--- config.mk ---
export PLATFORM = sky130hd
export DESIGN_NAME = vga_scan_gen
export DESIGN_NICKNAME = d
export VERILOG_FILES = /design/src/rtl/vga_scan_gen.sv
export SDC_FILE = /design/constraint.sdc
export NUM_CORES = 1
export LEC_CHECK = 0
export CORE_AREA = 3 3 80 82
export CTS_BUF_LIST = sky130_fd_sc_hd__clkbuf_2
export DETAILED_ROUTE_END_ITERATION = 16
export DIE_AREA = 0 0 83 85
export PLACE_DENSITY = 0.64
export SLEW_MARGIN = 20
export SYNTH_ARGS = -nofsm -noshare
export SYNTH_HDL_FRONTEND = slang
export SYNTH_SLANG_ARGS = --single-unit
--- constraint.sdc ---
create_clock -name Clk -period 4.6 [get_ports Clk]
set_input_delay 0.92 -clock Clk [delete_from_list [all_inputs] [get_ports Clk]]
set_output_delay 0.92 -clock Clk [all_outputs]
set_load 0.03 [all_outputs]
--- src/rtl/vga_scan_gen.sv ---
// VGA raster scan generator: pixel-rate counters, sync/blank decode and a
// registered colour stage that keeps sync and pixel data aligned.
module vga_scan_gen #(
    parameter int H_VISIBLE = 640,
    parameter int H_FRONT   = 16,
    parameter int H_SYNC    = 96,
    parameter int H_BACK    = 48,
    parameter int V_VISIBLE = 480,
    parameter int V_FRONT   = 10,
    parameter int V_SYNC    = 2,
    parameter int V_BACK    = 33
) (
    input  logic       Clk,
    input  logic       Reset,
    input  logic [7:0] Red_in,
    input  logic [7:0] Green_in,
    input  logic [7:0] Blue_in,
    output logic [9:0] DrawX,
    output logic [9:0] DrawY,
    output logic       pixel_clk,
    output logic       hs,
    output logic       vs,
    output logic       blank_n,
    output logic       frame_start,
    output logic [7:0] VGA_R,
    output logic [7:0] VGA_G,
    output logic [7:0] VGA_B
);

    localparam int H_TOTAL = H_VISIBLE + H_FRONT + H_SYNC + H_BACK;
    localparam int V_TOTAL = V_VISIBLE + V_FRONT + V_SYNC + V_BACK;

    localparam logic [9:0] H_LAST       = 10'(H_TOTAL - 1);
    localparam logic [9:0] V_LAST       = 10'(V_TOTAL - 1);
    localparam logic [9:0] H_VIS_END    = 10'(H_VISIBLE);
    localparam logic [9:0] V_VIS_END    = 10'(V_VISIBLE);
    localparam logic [9:0] H_SYNC_START = 10'(H_VISIBLE + H_FRONT);
    localparam logic [9:0] H_SYNC_END   = 10'(H_VISIBLE + H_FRONT + H_SYNC);
    localparam logic [9:0] V_SYNC_START = 10'(V_VISIBLE + V_FRONT);
    localparam logic [9:0] V_SYNC_END   = 10'(V_VISIBLE + V_FRONT + V_SYNC);

    logic       r_pix_en;
    logic [9:0] r_hc;
    logic [9:0] r_vc;
    logic       r_hs;
    logic       r_vs;
    logic       r_blank_n;
    logic       r_frame_start;
    logic [7:0] r_red;
    logic [7:0] r_green;
    logic [7:0] r_blue;

    logic       w_h_last;
    logic       w_v_last;
    logic       w_visible;
    logic       w_hs;
    logic       w_vs;

    assign w_h_last  = (r_hc == H_LAST);
    assign w_v_last  = (r_vc == V_LAST);
    assign w_visible = (r_hc < H_VIS_END) && (r_vc < V_VIS_END);
    assign w_hs      = !((r_hc >= H_SYNC_START) && (r_hc < H_SYNC_END));
    assign w_vs      = !((r_vc >= V_SYNC_START) && (r_vc < V_SYNC_END));

    // Pixel enable alternates every Clk; it doubles as the exported pixel clock.
    always_ff @(posedge Clk or posedge Reset) begin
        if (Reset) begin
            r_pix_en <= 1'b0;
        end else begin
            r_pix_en <= ~r_pix_en;
        end
    end

    always_ff @(posedge Clk or posedge Reset) begin
        if (Reset) begin
            r_hc <= '0;
            r_vc <= '0;
        end else if (r_pix_en) begin
            if (w_h_last) begin
                r_hc <= '0;
                if (w_v_last) begin
                    r_vc <= '0;
                end else begin
                    r_vc <= r_vc + 10'd1;
                end
            end else begin
                r_hc <= r_hc + 10'd1;
            end
        end
    end

    // Output stage decodes the position before it advances, giving one pixel of latency.
    always_ff @(posedge Clk or posedge Reset) begin
        if (Reset) begin
            r_hs      <= 1'b1;
            r_vs      <= 1'b1;
            r_blank_n <= 1'b0;
            r_red     <= '0;
            r_green   <= '0;
            r_blue    <= '0;
        end else if (r_pix_en) begin
            r_hs      <= w_hs;
            r_vs      <= w_vs;
            r_blank_n <= w_visible;
            r_red     <= w_visible ? Red_in   : 8'h00;
            r_green   <= w_visible ? Green_in : 8'h00;
            r_blue    <= w_visible ? Blue_in  : 8'h00;
        end
    end

    // Single-Clk pulse: cleared on the following (non-pixel) edge.
    always_ff @(posedge Clk or posedge Reset) begin
        if (Reset) begin
            r_frame_start <= 1'b0;
        end else begin
            r_frame_start <= r_pix_en & w_h_last & w_v_last;
        end
    end

    assign DrawX       = r_hc;
    assign DrawY       = r_vc;
    assign pixel_clk   = r_pix_en;
    assign hs          = r_hs;
    assign vs          = r_vs;
    assign blank_n     = r_blank_n;
    assign frame_start = r_frame_start;
    assign VGA_R       = r_red;
    assign VGA_G       = r_green;
    assign VGA_B       = r_blue;

endmodule

==> flow_metrics.env, run 1 <==
export IMPL_worst_path_buf_inv=1
export IMPL_wire_per_inst_um=14.1
export IMPL_grt_antenna_before_repair=0
export IMPL_ir_drop_uv=137
export IMPL_cts_setup_buffers=0
export IMPL_cts_made_buffers=5
export IMPL_fmaxAchievable_mhz=366
export IMPL_wire_length_on_met2_mm=2.07
export IMPL_final_min_period_over_clock_period_pct=59.4
export IMPL_syn_instance_count=187
export IMPL_cellLeakagePower_nw=1.36
export IMPL_cts_resized=0
export IMPL_yosys_top_cells_area="dfrtp_1 (54%), a22o_1 (10%), dfstp_2 (2.4%)"
export IMPL_worst_hold_path_type="reg -> reg"
export IMPL_synth_seq_area_share_pct=56.0
export IMPL_power_switching_share_pct=22.4
export IMPL_post_route_drc_count=0
export IMPL_cts_htree_levels=2
export IMPL_timing_critical_path_cells="clkdlybuf4s50_1"
export IMPL_grt_start_max_net_pins=50
export IMPL_initial_core_util_pct=37.8
export IMPL_i_o_buffers=74
export IMPL_ys_warnings_count=0
export IMPL_fp_dieH_um=85
export IMPL_drv_slew=0
export IMPL_grt_pass1_wl_mm=7.94
export IMPL_path_delay_family="buffers and inverters"
export IMPL_synth_top_area_share_pct=53.6
export IMPL_p_sw_mw=0.183
export IMPL_drt_wl_total_mm=4.74
export IMPL_ctsHoldBuffers=0
export IMPL_n_fill_cell=555
export IMPL_r2r_start="pixel_clk$_DFF_PP0_"
export IMPL_critical_path_class="reg -> out"
export IMPL_ys_seq_elements=49
export IMPL_topRoutingLayerUsed="met4"
export IMPL_hold_viol_final=0
export IMPL_worst_slew_pin_slew_ns=0.926
export IMPL_period_minus_slack_ns=2.73
export IMPL_max_clock_path_buffers=2
export IMPL_clockRootBuffer="clkbuf_2"
export IMPL_clock_power_share_pct=34.6
export IMPL_met3RoutedLength_um=326
export IMPL_timing_slew_headroom_pct=38.2
export IMPL_synthDominantAreaCellType="dfrtp_1"
export IMPL_worst_skew_pair_later_pin_latency_ns=0.43
export IMPL_dr_total_vias=1674
export IMPL_globalRouteOverflowTotal=0
export IMPL_core_area_sq_um=5820
export IMPL_worst_endpoint_arrival_ns=1.81
export IMPL_tritoncts_clock_tree="yes"
export IMPL_clk_pin_slew_ns=0.25
export IMPL_drt_pre_antenna_iters=4
export IMPL_area_growth_pct=39.9
export IMPL_unrepaired_setup_endpoints_after_global_routing="false"
export IMPL_share_of_total_power_in_combinational_logic_pct=10.2
export IMPL_drt_iter0_markers=73
export IMPL_crit_path_start_kind="register"
export IMPL_drv_max_cap_violation_count=0
export IMPL_worstSetupStartpoint="pixel_clk$_DFF_PP0_"
export IMPL_netlist_area_sq_um=2200
export IMPL_clock_skew_final_ns=0.0278
export IMPL_syn_nets=217
export IMPL_cp_slowest_cell="clkdlybuf4s50_1"
export IMPL_avgSynthCellArea_sq_um=11.7
export IMPL_internal_power_consumption_mw=0.631
export IMPL_number_of_global_route_vias_before_repair=1641
export IMPL_die_area_sq_um=7060
export IMPL_worst_setup_path_end_kind="primary output"
export IMPL_io_pin_count=75
export IMPL_finish_net_count=290
export IMPL_final_common_cell="clkdlybuf4s50_1"
export IMPL_max_stage_delay_ns=0.75
export IMPL_most_common_layout_cells="clkdlybuf4s50_1 (74), dfrtp_1 (47), a22o_1 (26)"
export IMPL_drt_antenna_violating_nets=0
export IMPL_p_seq_share_pct=55.1
export IMPL_routedLengthMet1_mm=2.30
export IMPL_finalSetupViolations=0
export IMPL_power_density_cell_area_nw_per_um2=265
export IMPL_critical_path_required_ns=3.68
export IMPL_global_route_usage_total_pct=13.8
export IMPL_setup_total_negative_slack_ns=0
export IMPL_core_rowCount=28
export IMPL_worstPathMaxFanout=13
export IMPL_status="finished, final reports clean"
export IMPL_worst_hold_startpoint="hs$_DFFE_PP1P_"
export IMPL_finalWeightedCongestion=0.796
export IMPL_antenna_cells_inserted=0
export IMPL_distinct_cells_synth=43
export IMPL_dp_final_hpwl_mm=3.30
export IMPL_cts_num_sinks=49
export IMPL_finalCoreUtilization_pct=52.8
export IMPL_power_total_mw=0.814
export IMPL_vias_per_cell=4.98
export IMPL_post_route_cells_drive_above_1_share_pct=9.20
export IMPL_chipWidth_um=83
==> worst paths after layout <==
path | to | slack, ns | cells past startpoint
worst max-delay path | pixel_clk | 1.87 | 1
worst min-delay path | hs$_DFFE_PP1P_ | 0.51 | 2
worst max register to register | VGA_B[2]$_DFFE_PP0P_ | 2.59 | 4
worst min register to register | hs$_DFFE_PP1P_ | 0.51 | 2
max in group asynchronous | DrawX[1]$_DFFE_PP0P_ | 3.20 | 2
min in group asynchronous | VGA_G[0]$_DFFE_PP0P_ | 0.89 | 2
==> synth_stat cells, drive strengths merged <==
cell	instances
and4b	1
nor2	8
nor4b	1
dfstp	2
xnor2	4
nor3	5
nand3	11
or2	2
buf	6
nand2b	1
nand2	11
o31ai	1
nand4	7
a22o	26
a21oi	5
o21ai	11
and4	2
or3	1
nand3b	1
and3b	1
xor2	5
ha	4
and3	2
and2	4
mux2i	2
and4bb	1
dfrtp	47
inv	7
clkbuf	3
a31oi	3
o22ai	1
a21o	1
==> cells by family (layout without fill, tap and decap cells) <==
logic type      Yosys count  count (layout)  synth area share [%]
compound gates           48              48                  15.8
xor+xnor                  9               9                  3.93
fa+ha+maj                 4               4                  2.28
buf+inv                  16              90                  3.76
flops                    49              49                  56.0
mux                       2               2                 0.912
simple gates             59              59                  17.3
==> routing by layer <==
layer	vias to the layer above	GRT usage (%)
li1	823	-
met4	0	4.46
met5	-	0
met3	5	4.37
met1	794	18.9
met2	52	20.9
==> area by class of cell <==
cell class              instances  area [sq um]  share of cell area (%)
clock buffers                   5          25.0                   0.814
repair buffers                 75           748                    24.3
inverters                       7          27.5                   0.896
clock inverters                 3          65.1                    2.12
well taps                      75          93.8                    3.05
multi-input cells             122           885                    28.8
flip-flops and latches         49          1230                    40.0
==> per-stage QoR <==
stage	cell area [sq um]	setup slack, ns	hold WS (ns)	cells
after floorplan	2200	2.51	0.543	187
after global placement	2980	2.40	0.462	328
after detailed placement	2980	2.38	0.472	328
after CTS	3070	1.84	0.512	336
after global routing	3070	1.76	0.529	336
final	3070	1.87	0.510	336
==> registers in the layout, indices dropped and copies added (netlist names) <==
| signal | count |
|---|---|
| DrawX | 10 |
| DrawY | 10 |
| VGA_B | 8 |
| VGA_G | 8 |
| VGA_R | 8 |
| blank_n | 1 |
| frame_start | 1 |
| hs | 1 |
| pixel_clk | 1 |
| vs | 1 |
==> power groups by stage <==
stage                     Clock, mW  Combinational (mW)  Sequential [mW]
after global placement            0              0.0839            0.456
after CTS                     0.291              0.0846            0.449
final                         0.282              0.0830            0.449
after detailed placement          0              0.0850            0.455
after global routing          0.303              0.0887            0.451
after floorplan                   0              0.0152            0.477
(Power assumes the default switching activity.)
==> inputs of run 2 (changes only) <==
==> constraint.sdc (replaced) <==
create_clock -name Clk -period 2.8 [get_ports Clk]
set_input_delay 0.56 -clock Clk [delete_from_list [all_inputs] [get_ports Clk]]
set_output_delay 0.56 -clock Clk [all_outputs]
set_load 0.03 [all_outputs]
==> run 2 against run 1 <==
Effect of this change: via count is 1.4% higher; critical path depth stayed put; power is 42% higher; critical endpoint unchanged; highest routed layer unchanged; sequential share of layout area is 0.38 points higher; global-route usage is 0.31 points higher.
==> flow_metrics.env, run 2 (synthesized netlist as in run 1, its figures left out) <==
export IMPL_dp_worst_setup_slack_ns=0.899
export IMPL_cts_htree_levels=2
export IMPL_max_stage_delay_ns=0.76
export IMPL_timing_slew_headroom_pct=61.8
export IMPL_chipWidth_um=83
export IMPL_ff_latch_area_sq_um=1230
export IMPL_power_density_cell_area_nw_per_um2=379
export IMPL_cts_made_buffers=5
export IMPL_period_minus_slack_ns=2.37
export IMPL_multi_input_area_sq_um=885
export IMPL_setup_total_negative_slack_ns=0
export IMPL_finish_net_count=293
export IMPL_fmaxAchievable_mhz=421
export IMPL_status="finished, final reports clean"
export IMPL_worst_skew_pair_later_pin_latency_ns=0.41
export IMPL_n_fill_cell=536
export IMPL_final_common_cell="clkdlybuf4s50_1"
export IMPL_worst_hold_path_type="in -> async"
export IMPL_stdcell_count=339
export IMPL_grt_pass1_wl_mm=8.05
export IMPL_globalRouteOverflowTotal=0
export IMPL_vias_per_cell=5.01
export IMPL_finalWeightedCongestion=0.812
export IMPL_antenna_cells_inserted=0
export IMPL_worstPathMaxFanout=13
export IMPL_drv_slew=0
export IMPL_place_detailed_instances=331
export IMPL_core_area_sq_um=5820
export IMPL_drt_antenna_violating_nets=0
export IMPL_cellLeakagePower_nw=1.35
export IMPL_final_cell_area_sq_um=3040
export IMPL_ir_drop_uv=208
export IMPL_number_of_global_route_vias_before_repair=1666
export IMPL_drt_pre_antenna_iters=4
export IMPL_unrepaired_setup_endpoints_after_global_routing="false"
export IMPL_worst_setup_path_end_kind="primary output"
export IMPL_dp_final_hpwl_mm=3.35
export IMPL_worst_endpoint_arrival_ns=1.81
export IMPL_global_route_usage_total_pct=14.1
export IMPL_drt_iter0_markers=86
export IMPL_clock_skew_final_ns=0.0190
export IMPL_core_rowCount=28
export IMPL_io_pin_count=75
export IMPL_worst_slew_pin_slew_ns=0.572
export IMPL_finalCoreUtilization_pct=52.3
export IMPL_max_clock_path_buffers=2
export IMPL_cts_resized=0
export IMPL_fin_worst_hold_slack_ns=0.485
export IMPL_power_total_mw=1.16
export IMPL_grt_start_max_net_pins=30
export IMPL_wire_per_inst_um=14.0
export IMPL_critical_path_class="reg -> out"
export IMPL_clk_pin_slew_ns=0.23
export IMPL_clockRootBuffer="clkbuf_2"
export IMPL_cp_slowest_cell="clkdlybuf4s50_1"
export IMPL_dr_total_vias=1698
export IMPL_most_common_layout_cells="clkdlybuf4s50_1 (74), dfrtp_1 (47), a22o_1 (26)"
export IMPL_initial_core_util_pct=37.8
export IMPL_post_route_cells_drive_above_1_share_pct=10.2
export IMPL_crit_path_start_kind="register"
export IMPL_hold_viol_final=0
export IMPL_ctsHoldBuffers=0
export IMPL_cts_num_sinks=49
export IMPL_critical_path_required_ns=2.24
export IMPL_tritoncts_clock_tree="yes"
export IMPL_i_o_buffers=74
export IMPL_drt_wl_total_mm=4.74
export IMPL_die_area_sq_um=7060
export IMPL_placedInstanceArea_sq_um=3000
export IMPL_finalSetupViolations=0
export IMPL_post_route_drc_count=0
export IMPL_final_min_period_over_clock_period_pct=84.8
export IMPL_area_growth_pct=38.6
export IMPL_fp_dieH_um=85
export IMPL_cts_setup_buffers=0
export IMPL_worstSetupStartpoint="pixel_clk$_DFF_PP0_"
export IMPL_drv_max_cap_violation_count=0
export IMPL_worst_path_buf_inv=1
export IMPL_path_delay_family="buffers and inverters"
export IMPL_r2r_start="pixel_clk$_DFF_PP0_"
export IMPL_timing_critical_path_cells="clkdlybuf4s50_1"
export IMPL_post_route_worst_setup_slack_ns=0.426
export IMPL_grt_antenna_before_repair=0
## run 2: changes by cell type in the layout (fill, tap and decap cells not counted), sizes merged
cell	previous run	this run
bufinv	2	0
inv	6	7
clkbuf	5	6
buf	1	4
## run 2: layout make-up
class / count / share of cell area, %
clock buffer: 6 / 0.986
clock inverter: 2 / 0.329
inverter: 7 / 0.863
multi-input combinational: 122 / 29.1
sequential: 49 / 40.4
tap: 75 / 3.08
timing repair buffer: 78 / 25.3
## run 2: final timing paths
path | endpoint | slack (ns) | cells past startpoint
setup / recovery | pixel_clk | 0.43 | 1
hold / removal | VGA_G[0]$_DFFE_PP0P_ | 0.49 | 2
setup reg to reg | DrawY[6]$_DFFE_PP0P_ | 1.04 | 4
hold reg to reg | vs$_DFFE_PP1P_ | 0.51 | 2
max in group asynchronous | hs$_DFFE_PP1P_ | 1.67 | 3
min in group Clk | vs$_DFFE_PP1P_ | 0.51 | 2
## run 2: worst reg2reg max path, cell delays in order, from the launching register on
cell,delay (ns)
dfrtp_1,0.65
and3_1,0.39
and4_4,0.37
nand4_4,0.13
xnor2_2,0.14
## run 2: routing by layer
metal  up-vias  routed length, um  GRT usage, %
met2        56               2120          20.8
met1       798               2170          19.2
met5         -                  0             0
met4         0                 61          4.46
met3         6                396          5.53
li1        838                  -             -
## run 2: where the power goes
part / internal [mW] / total (mW) / switching, mW / leakage (nW)
Combinational: 0.0728 / 0.139 / 0.0659 / 0.716
Sequential: 0.727 / 0.736 / 0.00980 / 0.602
Clock: 0.0629 / 0.280 / 0.217 / 0.0327
Total: 0.862 / 1.16 / 0.293 / 1.35
